`config.mk`:
```
export PLATFORM = sky130hd
export DESIGN_NAME = alu_exec_unit
export DESIGN_NICKNAME = d
export VERILOG_FILES = /design/src/rtl/alu_exec_unit_pkg.sv /design/src/rtl/alu_exec_unit_alu_core.sv /design/src/rtl/alu_exec_unit.sv
export SDC_FILE = /design/constraint.sdc
export NUM_CORES = 1
export LEC_CHECK = 0
export BUFFER_PORTS_ARGS = -buffer_cell sky130_fd_sc_hd__buf_4
export CAP_MARGIN = 20
export CORE_MARGIN = 2
export CORE_UTILIZATION = 46
export DETAILED_ROUTE_END_ITERATION = 10
export GPL_ROUTABILITY_DRIVEN = 0
export SKIP_LAST_GASP = 1
export SYNTH_ARGS = -nofsm -noshare
export SYNTH_HDL_FRONTEND = slang
export SYNTH_SLANG_ARGS = --single-unit
```
`constraint.sdc`:
```
create_clock -name clk -period 4.38 [get_ports clk]
set_input_delay 0.438 -clock clk [delete_from_list [all_inputs] [get_ports clk]]
set_output_delay 0.438 -clock clk [all_outputs]
set_load 0.05 [all_outputs]
```
`src/rtl/alu_exec_unit_pkg.sv`:
```
// Shared ALU definitions: word size, opcode constants, FSM state encoding
// and the latched-instruction payload used by the execute unit.
package alu_exec_unit_pkg;

  localparam int unsigned WORD_SIZE = 16;
  localparam int unsigned OP_W      = 4;
  localparam int unsigned REG_IDX_W = 2;
  localparam int unsigned NUM_REGS  = 4;

  typedef logic [WORD_SIZE-1:0] word_t;

  localparam logic [OP_W-1:0] OP_ADD = 4'b0000;
  localparam logic [OP_W-1:0] OP_SUB = 4'b0001;
  localparam logic [OP_W-1:0] OP_AND = 4'b1101;
  localparam logic [OP_W-1:0] OP_OR  = 4'b1110;
  localparam logic [OP_W-1:0] OP_NOT = 4'b1100;
  localparam logic [OP_W-1:0] OP_ALS = 4'b0101;
  localparam logic [OP_W-1:0] OP_ARS = 4'b0100;

  typedef enum logic [1:0] {
    ST_IDLE = 2'd0,
    ST_EX   = 2'd1,
    ST_WB   = 2'd2
  } state_e;

  // Instruction captured when leaving IDLE; operands are already resolved
  // so later changes to the select inputs or register file cannot leak in.
  typedef struct packed {
    logic [OP_W-1:0]      op;
    logic                 carry;
    logic                 write_en;
    logic [REG_IDX_W-1:0] rd;
    word_t                a;
    word_t                b;
  } instr_t;

endpackage

```
`src/rtl/alu_exec_unit_alu_core.sv`:
```
// Combinational ALU datapath.
// Ports: a, b (operands), op (opcode), carry (carry-in for ADD/NOT),
//        result, overflow (signed overflow on ADD/SUB), illegal (unknown op).
module alu_core
  import alu_exec_unit_pkg::*;
(
  input  word_t           a,
  input  word_t           b,
  input  logic [OP_W-1:0] op,
  input  logic            carry,
  output word_t           result,
  output logic            overflow,
  output logic            illegal
);

  localparam int unsigned MSB = WORD_SIZE - 1;

  // Opcode decode and arithmetic; unknown codes yield zero and flag illegal.
  always_comb begin
    result   = '0;
    overflow = 1'b0;
    illegal  = 1'b0;
    case (op)
      OP_ADD: begin
        result   = a + b + WORD_SIZE'(carry);
        overflow = (a[MSB] == b[MSB]) && (result[MSB] != a[MSB]);
      end
      OP_SUB: begin
        result   = a - b;
        overflow = (a[MSB] != b[MSB]) && (result[MSB] != a[MSB]);
      end
      OP_AND:  result = a & b;
      OP_OR:   result = a | b;
      OP_NOT:  result = ~a + WORD_SIZE'(carry);
      OP_ALS:  result = {a[MSB-1:0], 1'b0};
      OP_ARS:  result = {a[MSB], a[MSB:1]};
      default: illegal = 1'b1;
    endcase
  end

endmodule

```
`src/rtl/alu_exec_unit.sv`:
```
// Three-state ALU execute unit with a 4-entry register file.
// Ports: clk, reset_n; start + instruction fields (alu_op, carry, alu_src_a,
//        alu_src_b, pvs_write_en, rs, rt, rd, pc_in, imm); busy, done,
//        result, overflow, zero, illegal; dbg_sel/dbg_data register peek.
module alu_exec_unit
  import alu_exec_unit_pkg::*;
(
  input  logic                 clk,
  input  logic                 reset_n,
  input  logic                 start,
  input  logic [OP_W-1:0]      alu_op,
  input  logic                 carry,
  input  logic [1:0]           alu_src_a,
  input  logic [1:0]           alu_src_b,
  input  logic                 pvs_write_en,
  input  logic [REG_IDX_W-1:0] rs,
  input  logic [REG_IDX_W-1:0] rt,
  input  logic [REG_IDX_W-1:0] rd,
  input  word_t                pc_in,
  input  word_t                imm,
  output logic                 busy,
  output logic                 done,
  output word_t                result,
  output logic                 overflow,
  output logic                 zero,
  output logic                 illegal,
  input  logic [REG_IDX_W-1:0] dbg_sel,
  output word_t                dbg_data
);

  state_e state_q, state_d;
  logic   busy_d, done_d;
  logic   latch_en, capture_en, wb_en;
  instr_t instr_q;
  word_t  regs_q [NUM_REGS];
  word_t  op_a, op_b;
  word_t  core_result;
  logic   core_overflow, core_illegal;

  // Operand selection from the pre-edge register file contents.
  always_comb begin
    op_a = '0;
    op_b = '0;
    case (alu_src_a)
      2'd0:    op_a = regs_q[rs];
      2'd1:    op_a = pc_in;
      default: op_a = '0;
    endcase
    case (alu_src_b)
      2'd0:    op_b = regs_q[rt];
      2'd1:    op_b = imm;
      2'd2:    op_b = WORD_SIZE'(1);
      default: op_b = '0;
    endcase
  end

  alu_core u_alu_core (
    .a        (instr_q.a),
    .b        (instr_q.b),
    .op       (instr_q.op),
    .carry    (instr_q.carry),
    .result   (core_result),
    .overflow (core_overflow),
    .illegal  (core_illegal)
  );

  // Next-state and stage strobes.
  always_comb begin
    state_d    = state_q;
    latch_en   = 1'b0;
    capture_en = 1'b0;
    wb_en      = 1'b0;
    case (state_q)
      ST_IDLE: begin
        if (start) begin
          state_d  = ST_EX;
          latch_en = 1'b1;
        end
      end
      ST_EX: begin
        state_d    = ST_WB;
        capture_en = 1'b1;
      end
      ST_WB: begin
        state_d = ST_IDLE;
        wb_en   = 1'b1;
      end
      default: state_d = ST_IDLE;
    endcase
    busy_d = (state_d != ST_IDLE);
    done_d = (state_d == ST_WB);
  end

  // State and status flags.
  always_ff @(posedge clk or negedge reset_n) begin
    if (!reset_n) begin
      state_q <= ST_IDLE;
      busy    <= 1'b0;
      done    <= 1'b0;
    end else begin
      state_q <= state_d;
      busy    <= busy_d;
      done    <= done_d;
    end
  end

  // Instruction capture on IDLE->EX.
  always_ff @(posedge clk or negedge reset_n) begin
    if (!reset_n) begin
      instr_q <= '0;
    end else if (latch_en) begin
      instr_q <= '{op: alu_op, carry: carry, write_en: pvs_write_en,
                   rd: rd, a: op_a, b: op_b};
    end
  end

  // Result flags captured on EX->WB, held until the next instruction's EX.
  always_ff @(posedge clk or negedge reset_n) begin
    if (!reset_n) begin
      result   <= '0;
      overflow <= 1'b0;
      zero     <= 1'b0;
      illegal  <= 1'b0;
    end else if (capture_en) begin
      result   <= core_result;
      overflow <= core_overflow;
      zero     <= (core_result == '0);
      illegal  <= core_illegal;
    end
  end

  // Register file write-back on WB->IDLE; illegal ops never write.
  always_ff @(posedge clk or negedge reset_n) begin
    if (!reset_n) begin
      for (int i = 0; i < NUM_REGS; i++) regs_q[i] <= '0;
    end else if (wb_en && instr_q.write_en && !illegal) begin
      regs_q[instr_q.rd] <= result;
    end
  end

  assign dbg_data = regs_q[dbg_sel];

endmodule

```
==> run summary <==
status: complete, no violations
Worst Skew: 11.3 ps
DRC viols: 0
CP Data Arrival Time: 3990 ps
RSZ-0062 raised after global routing: no
worst skew pair latency: 420 ps
met2 routed WL: 12500 um
die width: 144 um
die area: 20700 um2
Top Metal Used: met4
# hold bufs at CTS: 0
Worst Reg-to-Reg Cells: 11
Max Slew Vio Count: 0
Final Hold Vio Count: 0
GRT Util Overall: 0.266
PD cells: 531 nW/um2
Total Nets Final: 1002
measured slew at the worst slew-check pin: 1130 ps
most frequent cells in the layout: dfrtp_1, buf_4, nand2_1, mux2_2, inv_1
Wirelength per Cell: 22.6 um
Detail Placement HPWL: 18700 um
area of the multi-input gates: 5360 um2
Post-CTS Setup Inserts: 0
Ant. Diodes: 0
Mapped Nets: 944
Achievable Freq: 273 MHz
antenna-violating nets left: 0
startpoint types: flip-flop
kind of critical path: reg -> reg
initial antenna violation count: 0
Hold Slack: 109 ps
Worst Setup SP: instr_q[0]$_DFFE_PN0P_
clock slew at reported path FFs: 60 ps
CTS Sinks: 126
Fillers: 1727
CP Max Fanout: 5
Critical Path Sink Type: flip-flop
DRT Pass-1 Iters: 5
syn avg cell area: 10.8 um2
Cells after Synth: 838
vias in the first global route: 7150
Detailed Route Iter0 Violations: 658
layout cells sized above 1: 0.305
Storage cell area: 3150 um2
root cell of the clock tree: clkbuf_16
WL final: 26500 um
setup TNS: 0 ps
post-cts resize count: 0
largest net degree at the start of global routing: 127
sequential area share after synthesis: 0.350
Port Buf Inserts: 89
Ys Warns: 0
FF-to-FF Start: instr_q[0]$_DFFE_PN0P_
Initial Util: 0.466
Cell variety after synth: 85
wl on met1: 12000 um
routed via count: 7214
WL met3: 1470 um
Vias/cell: 6.14
# setup viols final: 0
Worst EP required: 4700 ps
P&R area growth vs syn: 14.6%
Hold Crit Class: in -> async
CTS H-tree lvls: 4
Die Ht: 144 um
fin crit share: 0.837
Max Cap Violations: 0
fraction of registers with async set/reset: 1.00
row cnt: 51
max_slew headroom: 0.247
EDFF count, synth: 0
global-route wire length before repair: 41200 um
leakage: 4.66 nW
clk buf depth: 2
CTS tree: yes
Yosys reg bits: 126
Post-synth top flop: dfrtp_1
mapped cell area: 9020 um2
GRT Residual Overflow: 0
Peak VDD IR: 0.381 mV
Num CTS Buffers: 17
boundary pin count: 90
crit path time final: 3670 ps
final core utilization: 0.534
commonest non-fill, non-tap cell in the layout: dfrtp_1
core area: 19300 um2
==> per-stage QoR <==
| stage | total power [mW] | area, um2 | setup slack [ps] | std cells |
|---|---|---|---|---|
| after floorplan | 3.42 | 9020 | 1050 | 838 |
| after global placement | 4.10 | 9780 | 832 | 1142 |
| after detailed placement | 4.12 | 9780 | 799 | 1142 |
| after CTS | 5.47 | 10300 | 722 | 1174 |
| after global routing | 5.76 | 10300 | 543 | 1174 |
| final | 5.48 | 10300 | 713 | 1174 |
==> power by group <==
part           leakage (nW)  switching (mW)  internal (mW)
Clock                 0.264           0.551          0.782
Combinational          2.69            1.38          0.940
Sequential             1.70           0.383           1.44
==> area by class of cell <==
type,instances,area share
Clock buffer,19,0.0419
Tap cell,265,0.0321
Multi-Input combinational cell,602,0.519
Clock inverter,13,0.0113
Sequential cell,126,0.305
Inverter,52,0.0189
Timing Repair Buffer,97,0.0717
==> cells in the mapped netlist (all sizes together), types with 4 or more instances <==
cell type  count  area share
buf           14      0.0089
dfrtp        126        0.35
nand3         10      0.0056
inv           52       0.022
nor4           6      0.0049
or2            4      0.0028
a221oi         8      0.0085
mux4          48        0.12
o221ai         6      0.0058
o21ai         30       0.017
a22oi         12       0.010
ha            50       0.069
xnor2         14       0.014
o22ai         32       0.022
nand2         81       0.034
nand3b         6      0.0050
a21oi         27       0.016
o31ai          5      0.0047
nor2          45       0.019
a22o           4      0.0039
mux2          65       0.081
clkbuf        43       0.028
nor3          17       0.011
a221o          7      0.0080
mux2i         33       0.037
or3            4      0.0031
nand2b        10      0.0069
o211ai        13       0.011
==> final timing paths <==
check	end	slack [ps]
max	zero$_DFFE_PN0P_	710
min	regs_q[18]$_DFFE_PN0P_	110
min in group clk	instr_q[36]$_DFFE_PN0P_	200
max reg2reg	zero$_DFFE_PN0P_	710
max in group asynchronous	instr_q[28]$_DFFE_PN0P_	3740
min reg2reg	instr_q[34]$_DFFE_PN0P_	500
==> worst max-delay path: stages (launching register included) <==
cell       delay (ps)
dfrtp_1           440
fa_1              490
fa_1              440
a21oi_2           210
o211ai_2          160
a2111oi_4         410
nor2_2            100
a221o_1           350
a221o_1           380
a2111oi_4         200
nand4b_1          150
o31ai_2           240
==> logic make-up (layout without fill, tap and decap cells) <==
logic type               Yosys count  after routing  synth area share
AO/OA/AOI/OAI                    182            182             0.148
XOR/XNOR                          16             16            0.0155
adder cells (fa/ha/maj)           53             53            0.0760
buffers and inverters            110            181            0.0595
flip-flops                       126            126             0.350
multiplexers                     146            146             0.238
AND/OR/NAND/NOR                  205            205             0.113
==> flip-flops by register name, indices dropped and copies added (netlist names) <==
signal / flops
regs_q: 64
instr_q: 40
result: 16
busy: 1
done: 1
illegal: 1
overflow: 1
state_q: 1
zero: 1
==> metal layers <==
metal	global-route usage	vias up
li1	-	3241
met1	0.378	3680
met2	0.414	245
met3	0.0460	48
met4	0.0882	0
met5	0	-
No activity file was read; power rests on OpenSTA's default activity.
